$ cat src/rtl/fpga_status_panel.sv
// rtl/fpga_status_panel.sv - board front panel: button debounce, core reset sync, run counter, LED pages
// Optional LED dimming is enabled with `define FPGA_STATUS_PANEL_PWM_EN.
module fpga_status_panel #(
    parameter int NUM_LEDS        = 4,
    parameter int NUM_BTNS        = 4,
    parameter int DEBOUNCE_CYCLES = 1000000,
    parameter int HEARTBEAT_BITS  = 24,
    parameter int STATUS_W        = 32,
    parameter int CNT_W           = 32
) (
    input  logic                clk,
    input  logic                reset,
    input  logic [NUM_BTNS-1:0] btn,
    input  logic [3:0]          sw,
    input  logic                core_done,
    input  logic [STATUS_W-1:0] core_status,
    output logic                core_reset_n,
    output logic [NUM_BTNS-1:0] btn_pulse,
    output logic [NUM_LEDS-1:0] led
);
    localparam int PAD_W = (STATUS_W > CNT_W) ? STATUS_W : CNT_W;
    localparam int PAGES = PAD_W / NUM_LEDS;
    localparam int PG_W  = (PAGES > 1) ? $clog2(PAGES) : 1;
    localparam int DB_W  = (DEBOUNCE_CYCLES > 1) ? $clog2(DEBOUNCE_CYCLES) : 1;
    localparam int HB_W  = (NUM_LEDS > 3) ? NUM_LEDS : 3;
    localparam logic [DB_W-1:0] DB_MAX  = DB_W'(DEBOUNCE_CYCLES - 1);
    localparam logic [PG_W-1:0] PG_LAST = PG_W'(PAGES - 1);

    logic [NUM_BTNS-1:0]            btn_s1_q, btn_s2_q, btn_acc_q, btn_acc_d;
    logic [NUM_BTNS-1:0]            btn_pulse_q, btn_pulse_d;
    logic [NUM_BTNS-1:0][DB_W-1:0]  db_cnt_q, db_cnt_d;
    logic [3:0]                     sw_s1_q, sw_s2_q;
    logic                           rst_s1_q, rst_s1_d, rst_s2_q, rst_s2_d;
    logic                           done_sticky_q, done_sticky_d, sticky_clr;
    logic [CNT_W-1:0]               cycle_cnt_q, cycle_cnt_d;
    logic [PG_W-1:0]                page_q, page_d;
    logic [HEARTBEAT_BITS-1:0]      hb_q, hb_d;
    logic [NUM_LEDS-1:0]            led_q, led_d;
    logic [PAD_W-1:0]               status_pad, cnt_pad;
    logic [HB_W-1:0]                hb_pad;

    always_comb begin
        btn_acc_d   = btn_acc_q;
        btn_pulse_d = '0;
        db_cnt_d    = db_cnt_q;
        for (int i = 0; i < NUM_BTNS; i++) begin
            if (btn_s2_q[i] == btn_acc_q[i]) begin
                db_cnt_d[i] = '0;
            end else if (db_cnt_q[i] == DB_MAX) begin
                db_cnt_d[i]    = '0;
                btn_acc_d[i]   = btn_s2_q[i];
                btn_pulse_d[i] = btn_s2_q[i];
            end else begin
                db_cnt_d[i] = db_cnt_q[i] + DB_W'(1);
            end
        end

        // A low synchronised run switch clears both reset stages at once.
        rst_s1_d = sw_s2_q[0];
        rst_s2_d = rst_s1_q & sw_s2_q[0];

        sticky_clr    = btn_pulse_q[0] | ~rst_s2_q;
        done_sticky_d = sticky_clr ? 1'b0 : (done_sticky_q | core_done);
        cycle_cnt_d   = cycle_cnt_q;
        if (sticky_clr)
            cycle_cnt_d = '0;
        else if (!done_sticky_q && cycle_cnt_q != '1)
            cycle_cnt_d = cycle_cnt_q + CNT_W'(1);

        page_d = page_q;
        if (btn_pulse_q[1]) begin
            if (sw_s2_q[3])
                page_d = (page_q == '0) ? PG_LAST : page_q - PG_W'(1);
            else
                page_d = (page_q == PG_LAST) ? '0 : page_q + PG_W'(1);
        end

        hb_d = hb_q + HEARTBEAT_BITS'(1);

        status_pad                 = '0;
        status_pad[STATUS_W-1:0]   = core_status;
        cnt_pad                    = '0;
        cnt_pad[CNT_W-1:0]         = cycle_cnt_q;
        hb_pad                     = '0;
        hb_pad[2:0]                = {rst_s2_q, done_sticky_q, hb_q[HEARTBEAT_BITS-1]};

        led_d = '0;
        case (sw_s2_q[2:1])
            2'b00: led_d = {NUM_LEDS{done_sticky_q}};
            2'b01: led_d = hb_pad[NUM_LEDS-1:0];
            default: begin
                for (int p = 0; p < PAGES; p++) begin
                    if (page_q == PG_W'(p))
                        led_d = sw_s2_q[1] ? cnt_pad[p*NUM_LEDS +: NUM_LEDS]
                                           : status_pad[p*NUM_LEDS +: NUM_LEDS];
                end
            end
        endcase
    end

    always_ff @(posedge clk or negedge reset) begin
        if (!reset) begin
            btn_s1_q      <= '0;
            btn_s2_q      <= '0;
            btn_acc_q     <= '0;
            btn_pulse_q   <= '0;
            db_cnt_q      <= '0;
            sw_s1_q       <= '0;
            sw_s2_q       <= '0;
            rst_s1_q      <= 1'b0;
            rst_s2_q      <= 1'b0;
            done_sticky_q <= 1'b0;
            cycle_cnt_q   <= '0;
            page_q        <= '0;
            hb_q          <= '0;
            led_q         <= '0;
        end else begin
            btn_s1_q      <= btn;
            btn_s2_q      <= btn_s1_q;
            btn_acc_q     <= btn_acc_d;
            btn_pulse_q   <= btn_pulse_d;
            db_cnt_q      <= db_cnt_d;
            sw_s1_q       <= sw;
            sw_s2_q       <= sw_s1_q;
            rst_s1_q      <= rst_s1_d;
            rst_s2_q      <= rst_s2_d;
            done_sticky_q <= done_sticky_d;
            cycle_cnt_q   <= cycle_cnt_d;
            page_q        <= page_d;
            hb_q          <= hb_d;
            led_q         <= led_d;
        end
    end

    assign core_reset_n = rst_s2_q;
    assign btn_pulse    = btn_pulse_q;

`ifdef FPGA_STATUS_PANEL_PWM_EN
    localparam int DUTY_BTN = (NUM_BTNS > 2) ? 2 : NUM_BTNS - 1;

    logic [7:0] pwm_cnt_q, pwm_cnt_d, duty_q, duty_d;
    logic       duty_step;

    always_comb begin
        duty_step = btn_pulse_q[DUTY_BTN] & (NUM_BTNS > 2);
        pwm_cnt_d = pwm_cnt_q + 8'd1;
        duty_d    = duty_step ? duty_q + 8'h20 : duty_q;
    end

    always_ff @(posedge clk or negedge reset) begin
        if (!reset) begin
            pwm_cnt_q <= '0;
            duty_q    <= 8'h20;
        end else begin
            pwm_cnt_q <= pwm_cnt_d;
            duty_q    <= duty_d;
        end
    end

    assign led = led_q & {NUM_LEDS{pwm_cnt_q < duty_q}};
`else
    assign led = led_q;
`endif

endmodule
$ cat config.mk
export PLATFORM = sky130hd
export DESIGN_NAME = fpga_status_panel
export DESIGN_NICKNAME = d
export VERILOG_FILES = /design/src/rtl/fpga_status_panel.sv
export SDC_FILE = /design/constraint.sdc
export NUM_CORES = 1
export LEC_CHECK = 0
export ABC_AREA = 1
export BUFFER_PORTS_ARGS = -buffer_cell sky130_fd_sc_hd__buf_4
export CORE_AREA = 2 2 146 134
export DETAILED_ROUTE_END_ITERATION = 12
export DIE_AREA = 0 0 148 136
export GPL_TIMING_DRIVEN = 1
export PLACE_DENSITY = 0.69
export SYNTH_ARGS = -nofsm -noshare
export SYNTH_HDL_FRONTEND = slang
export SYNTH_SLANG_ARGS = --single-unit
$ cat constraint.sdc
create_clock -name clk -period 1.6 [get_ports clk]
set_input_delay 0.32 -clock clk [delete_from_list [all_inputs] [get_ports clk]]
set_output_delay 0.32 -clock clk [all_outputs]
set_load 0.01 [all_outputs]
**After elaboration in Yosys (flattened, before gate mapping)**

Cells that the tools add are included.

- Add/subtract/negate cells: 8
- Multipliers: 0
- Divide/modulo/power cells: 0
- Magnitude comparators: 0
- Equality and inequality tests: 17
- Shift operators: 0
- Mux-type cells: 39
- Bitwise operators: 8
- Reduce and logical (&&, ||, !) cells: 9

Operator list:

| operator | count |
|---|---|
| $mux W20 | 8 |
| $add A20 B1 Y20 const B | 4 |
| $eq A20 B20 Y1 const B | 4 |
| $mux W32 | 2 |
| $mux W4 | 16 |
| $add A32 B1 Y32 const B | 1 |
| $ne A32 B32 Y1 const B | 1 |
| $add A24 B1 Y24 const B | 1 |
| $eq A3 B3 Y1 const B | 4 |
| $mux W1 | 9 |
| $mux W3 | 3 |
| $pmux W4 S2 | 1 |
| $reduce_and A2 Y1 | 4 |
| $eq A3 B2 Y1 const B | 2 |
| $not A1 Y1 | 5 |
| $eq A1 B1 Y1 | 4 |
| $add A3 B1 Y3 const B | 1 |
| $eq A3 B1 Y1 const B | 1 |
| $logic_not A3 Y1 | 1 |
| $sub A3 B1 Y3 const B | 1 |
| $eq A2 B1 Y1 const B | 1 |
| $logic_not A2 Y1 | 1 |
| $or A1 B1 Y1 | 2 |
| $reduce_bool A2 Y1 | 1 |
| 3 further kinds | 3 |

- Bits in registers: 170
- Latch bits: 0
- RAM bits: 0
- Bits in read-only memories: 0
- Input port bits: 43
- Memories kept: 0

**Longest topological paths before layout**

- Word-level depth: 10
- Depth in mapped cells: 17
- Mapped depth without buffers: 17

**Worst setup path before layout**

OpenSTA, ideal clock, no wires.

- Kind: register to register
- Start point: register hb_q[0]
- End point: register hb_q[22]
- Library setup time: 0.123 ns
- Arrival: 1.551 ns
- Data required time: 1.477 ns
- Path slack: -0.074 ns
- Stages on the path, launching flop included: 10
- Buffers on the path: 0
- Clock period less this slack: 1.674 ns
- Cell sequence: dfrtp_1 ha_1 nand3_1 nor2_2 nand3_2 nor2_1 nand3_1 nor2_2 nand4_1 xnor2_1

- Cells in the longest elaborated chain, start to end: 1

Ends and longest elaborated chain:

| item | RTL line | source |
|---|---|---|
| from (decl) | 37 | `logic [HEARTBEAT_BITS-1:0] hb_q, hb_d;` |
| from (signal assigned) | 115 | `hb_q <= '0;` |
| from (signal assigned) | 130 | `hb_q <= hb_d;` |
| $add A24 B1 Y24 | 78 | `hb_d = hb_q + HEARTBEAT_BITS'(1);` |
| net hb_d[22] | 37 |  |

The timed path passes the listed nets, and every way through them passes these cells.
A chain may end at the register's enable or synchronous reset.

**Worst setup path after layout**

- Start point: register cycle_cnt_q[1] (netlist: cnt_pad[1])
- End point: register cycle_cnt_q[13] (netlist: cnt_pad[13])

- Cells in the longest elaborated chain, start to end: 3
- Elaborated cells on any way between the ends: 6
- Classes of those cells: add/sub: 1; eq/ne: 1; mux: 2; reduce/logical: 2

Ends and longest elaborated chain:

| item | RTL line | source |
|---|---|---|
| from (decl) | 35 | `logic [CNT_W-1:0] cycle_cnt_q, cycle_cnt_d;` |
| from (signal assigned) | 128 | `cycle_cnt_q <= cycle_cnt_d;` |
| $add A32 B1 Y32 / $ne A32 B32 Y1 (equally long branches) | 68, 67 |  |
| $mux W32 / $logic_and A1 B1 Y1 (equally long branches) | 67 | `else if (!done_sticky_q && cycle_cnt_q != '1)` |
| $mux W32 / $reduce_bool A2 Y1 (equally long branches) | - |  |

Parallel ways exist; a longest one is shown, timed or not. The select of a mux whose other input is x is not followed.

==> tab_implementation.tex <==
\begin{tabular}{lr}
\hline
Metric & Value \\
\hline
\multicolumn{2}{l}{\textbf{STA}} \\
\quad Time the worst path needs with I/O delays and setup & 1770 ps \\
\quad Final hold violation count & 0 \\
\quad Fraction of the cycle the final worst path needs & 111\% \\
\quad RSZ-0062 raised after global routing & yes \\
\quad Fmax achieved & 563 MHz \\
\quad Final max-slew violation count & 0 \\
\quad Max-slew headroom & 70.5\% \\
\quad Fin Clk Skew & 12.7 ps \\
\quad Setup violators final & 65 \\
\quad Slew of the pin with the lowest slew margin & 441 ps \\
\quad Crit path setup slack, layout & -175 ps \\
\multicolumn{2}{l}{\textbf{Logic synthesis}} \\
\quad Leading cell type by number of instances after synthesis & sky130\_fd\_sc\_hd\_\_nand2\_1 \\
\quad EDFF count, synth & 0 \\
\quad Top area cells in the synthesized netlist & sky130\_fd\_sc\_hd\_\_dfrtp\_1, sky130\_fd\_sc\_hd\_\_nand2\_1, sky130\_fd\_sc\_hd\_\_inv\_1, sky130\_fd\_sc\_hd\_\_nor2\_1, sky130\_fd\_sc\_hd\_\_xor2\_1 \\
\quad Most used flip-flop cell after synthesis & sky130\_fd\_sc\_hd\_\_dfrtp\_1 \\
\quad Mapped cell area & 9160 um\^{}2 \\
\quad Sequential fraction of the synthesis area & 46.4\% \\
\quad Post-Syn Nets & 1215 \\
\quad Gate count after technology mapping & 1159 \\
\quad Synth Area per Inst & 7.90 um\^{}2 \\
\quad Leading post-synthesis cells by instance count & sky130\_fd\_sc\_hd\_\_nand2\_1, sky130\_fd\_sc\_hd\_\_dfrtp\_1, sky130\_fd\_sc\_hd\_\_inv\_1, sky130\_fd\_sc\_hd\_\_nor2\_1, sky130\_fd\_sc\_hd\_\_nand3\_1 \\
\quad Unique masters post-synth & 38 \\
\quad Yosys warns & 0 \\
\quad Top cell type's share of synthesized area & 46.4\% \\
\quad FF+latch count, synth & 170 \\
\quad Async SR Flop Fraction & 100\% \\
\quad Cell type with the largest total area after synthesis & sky130\_fd\_sc\_hd\_\_dfrtp\_1 \\
\multicolumn{2}{l}{\textbf{Critical path}} \\
\quad Critical path's top delay family & buffers and inverters \\
\quad Worst setup path class & register to register \\
\quad Longest individual stage delay on the worst path & 390 ps \\
\quad Buffer and inverter count on the worst path & 4 \\
\quad Number of cells traversed by the worst register-to-register path & 9 \\
\quad Slowest-stage cell, CP & sky130\_fd\_sc\_hd\_\_dfrtp\_1 \\
\quad Arr. time, crit path & 2130 ps \\
\quad Data required time of the critical path & 1960 ps \\
\quad Crit end category & register \\
\quad End of the worst register-to-register path & cnt\_pad[13]\$\_DFFE\_PN0P\_ \\
\quad CP most frequent cell & sky130\_fd\_sc\_hd\_\_buf\_4 \\
\quad Reg-to-reg startpoint & cnt\_pad[1]\$\_DFFE\_PN0P\_ \\
\quad R2r setup slk & -170 ps \\
\quad Type of element launching the critical path & register \\
\quad Critical-path maximum fanout & 5 \\
\quad Ordered cell list for the critical path & buf\_4, nand3\_1, buf\_4, nor2\_1, inv\_1, buf\_4, o21ai\_0, nand4\_1, o21ai\_2 \\
\multicolumn{2}{l}{\textbf{Floorplanning}} \\
\quad Height of the die & 136 um \\
\quad Full die area & 20100 um\^{}2 \\
\quad I/O Pins & 52 \\
\quad Total core area & 18700 um\^{}2 \\
\quad Floorplan die width & 148 um \\
\quad Total number of placement rows & 48 \\
\quad Initial core utilization & 48.9\% \\
\multicolumn{2}{l}{\textbf{Finish}} \\
\quad Fillers & 1333 \\
\quad Register area & 4260 um\^{}2 \\
\quad Area delta synth->final & 46.9\% \\
\quad Design area & 13500 um\^{}2 \\
\quad Area taken by multi-input logic gates & 5390 um\^{}2 \\
\quad Number of antenna repair diodes & 0 \\
\quad Share of final-layout standard cells stronger than drive strength 1 & 37.4\% \\
\quad Total number of nets in the final design & 1491 \\
\multicolumn{2}{l}{\textbf{Drt}} \\
\quad Number of optimization iterations in the first detailed-route pass & 5 \\
\quad DRC violation total after the first TritonRoute iteration & 585 \\
\quad Routed wirelength normalized by instance count & 15.9 um \\
\quad Final routed DRC violation total & 0 \\
\quad Avg Vias per Cell & 5.34 \\
\quad Remaining number of nets flagged by the antenna check after routing & 0 \\
\quad Total wirelength of the detailed-routed design & 27000 um \\
\quad Via count & 9071 \\
\multicolumn{2}{l}{\textbf{GRT}} \\
\quad Global route total overflow & 0 \\
\quad Antenna violations before repair & 0 \\
\quad Global-route wire length before repair & 39600 um \\
\quad Total track usage & 24.3\% \\
\quad Largest net degree at the start of global routing & 42 \\
\quad Vias in the first global route & 8533 \\
\multicolumn{2}{l}{\textbf{Power}} \\
\quad Total power per unit cell area & 686 nW/um\^{}2 \\
\quad Total leakage power & 6.22 nW \\
\quad VDD IR max & 687 uV \\
\multicolumn{2}{l}{\textbf{Clock tree}} \\
\quad Clock H-tree levels & 4 \\
\quad CTS Buffer Depth & 2 \\
\quad Root Buffer Master & sky130\_fd\_sc\_hd\_\_clkbuf\_16 \\
\quad Number of sinks handled by clock tree synthesis & 170 \\
\quad Clock edge transition at the registers on the reported setup and hold paths & 70 ps \\
\quad Cts bufs inserted & 17 \\
\quad Worst skew pair latency & 440 ps \\
\quad CTS tree & done \\
\multicolumn{2}{l}{\textbf{Hold path}} \\
\quad Type of the tightest min-delay check & primary input to register \\
\quad Terminating pin of the worst hold path & done\_sticky\_q\$\_DFF\_PN0\_ \\
\quad Cells on Worst Hold Path & 3 \\
\quad Startpoint of the most critical hold path & core\_done \\
\multicolumn{2}{l}{\textbf{Place}} \\
\quad Setup Slack @ Placement & -181 ps \\
\quad Placed wire-length estimate & 16400 um \\
\quad Port Buf Inserts & 51 \\
\quad Placed cell area & 11000 um\^{}2 \\
\quad Routability Congestion & 0.926 \\
\multicolumn{2}{l}{\textbf{Flow run}} \\
\quad Maxcap violations & 0 \\
\multicolumn{2}{l}{\textbf{Outcome}} \\
\quad Violated checks & setup timing \\
\quad Outcome & finished with violations \\
\hline
\end{tabular}
## kinds of logic (layout without fill, tap and decap cells)
group,count (synthesis),in the layout,synth area share (%)
DFF,170,170,46.4
adders and majority gates,13,13,1.78
xor gates and xnor gates,77,77,7.36
and+or+nand+nor,609,611,29.8
buffers and inverters,175,462,7.74
AOI/OAI and AO/OA,115,115,6.87
## how the worst max path moves through the flow
stage	slack, ps	endpoint	start	cells after the start
2_1_floorplan	-40	hb_q[22]$_DFF_PN0_	hb_q[0]$_DFF_PN0_	9
3_3_place_gp	-150	led[1]$_DFF_PN0_	page_q[1]$_DFFE_PN0P_	16
3_5_place_dp	-180	led[1]$_DFF_PN0_	page_q[0]$_DFFE_PN0P_	16
4_1_cts	-80	cnt_pad[24]$_DFFE_PN0P_	cnt_pad[13]$_DFFE_PN0P_	9
5_1_grt	-280	hb_q[22]$_DFF_PN0_	hb_q[0]$_DFF_PN0_	9
6_report	-170	cnt_pad[13]$_DFFE_PN0P_	cnt_pad[1]$_DFFE_PN0P_	9
## flip-flops by register name, indices dropped and copies added (netlist names), 3 cells and up
name	count
db_cnt_q	80
cnt_pad	32
hb_q	24
btn_acc_q	4
btn_pulse	4
btn_s1_q	4
btn_s2_q	4
led	4
sw_s1_q	4
sw_s2_q	4
page_q	3
## power by group
part           switching, mW  leakage [nW]  internal [mW]  total, mW
clock                   1.96         0.291           2.23       4.19
sequential            0.0409          2.29           4.35       4.39
combinational          0.368          3.64          0.280      0.648
## repair_timing
action / 4_1_cts / 5_1_grt
buffers inserted: 15 / 40
hold buffers: 9 / 0
endpoints found under the setup margin: 74 / 107
cloned: 3 / 3
pin swaps: 27 / 63
gates resized for setup: 90 / 239
hold endpoints to repair: 41 / 0
## layout make-up
class,count,area share (%)
flip-flops and latches,170,31.7
inverters,156,4.64
clock buffers,17,3.16
repair buffers,272,16.6
clock inverters,15,1.29
well taps,250,2.32
repair inverters,2,0.186
multi-input cells,816,40.1
## layout by cell type, fill, tap and decap left out, drive strengths merged
cell type / count
clkinvlp: 2
a41oi: 1
buf: 262
clkinv: 8
o31ai: 11
xnor2: 23
xor2: 54
o211ai: 4
o21a: 4
a21oi: 37
bufinv: 1
o21ai: 56
inv: 162
nor2: 146
or2: 2
ha: 13
dlygate4sd3: 9
nand3: 69
or3: 1
and3: 2
dfrtp: 170
nand2: 265
nor3b: 9
clkbuf: 18
nand3b: 2
a31oi: 2
nor4: 9
nand4: 46
nor3: 60
## worst reg2reg max path, stage by stage (launching register included)
cell and delay (ps):
sky130_fd_sc_hd__dfrtp_1 390, sky130_fd_sc_hd__buf_4 130, sky130_fd_sc_hd__nand3_1 100, sky130_fd_sc_hd__buf_4 190
sky130_fd_sc_hd__nor2_1 120, sky130_fd_sc_hd__inv_1 110, sky130_fd_sc_hd__buf_4 170, sky130_fd_sc_hd__o21ai_0 250
sky130_fd_sc_hd__nand4_1 170, sky130_fd_sc_hd__o21ai_2 80
## per-stage QoR
stage / util, % / power, mW / setup TNS (ps) / hold slack (ps) / instances
after floorplan: - / 4.67 / -87.0 / 24.4 / 1159
final: 71.8 / 9.23 / -5790 / 130 / 1698
after detailed placement: 58.8 / 4.97 / -4240 / 268 / 1598
after global routing: 71.8 / 9.55 / -13310 / 144 / 1698
after global placement: 58.8 / 4.97 / -2060 / 266 / 1598
after CTS: 65.1 / 9.19 / -1470 / 120 / 1657
## routing by layer
layer / GRT usage [%] / routed length (um) / up-vias
li1: - / - / 4318
met1: 33.0 / 11300 / 4329
met2: 39.1 / 13200 / 334
met3: 4.83 / 1620 / 90
met4: 8.31 / 904 / 0
met5: 0 / 0 / -
Note: power is estimated with default switching activity, not from simulation.
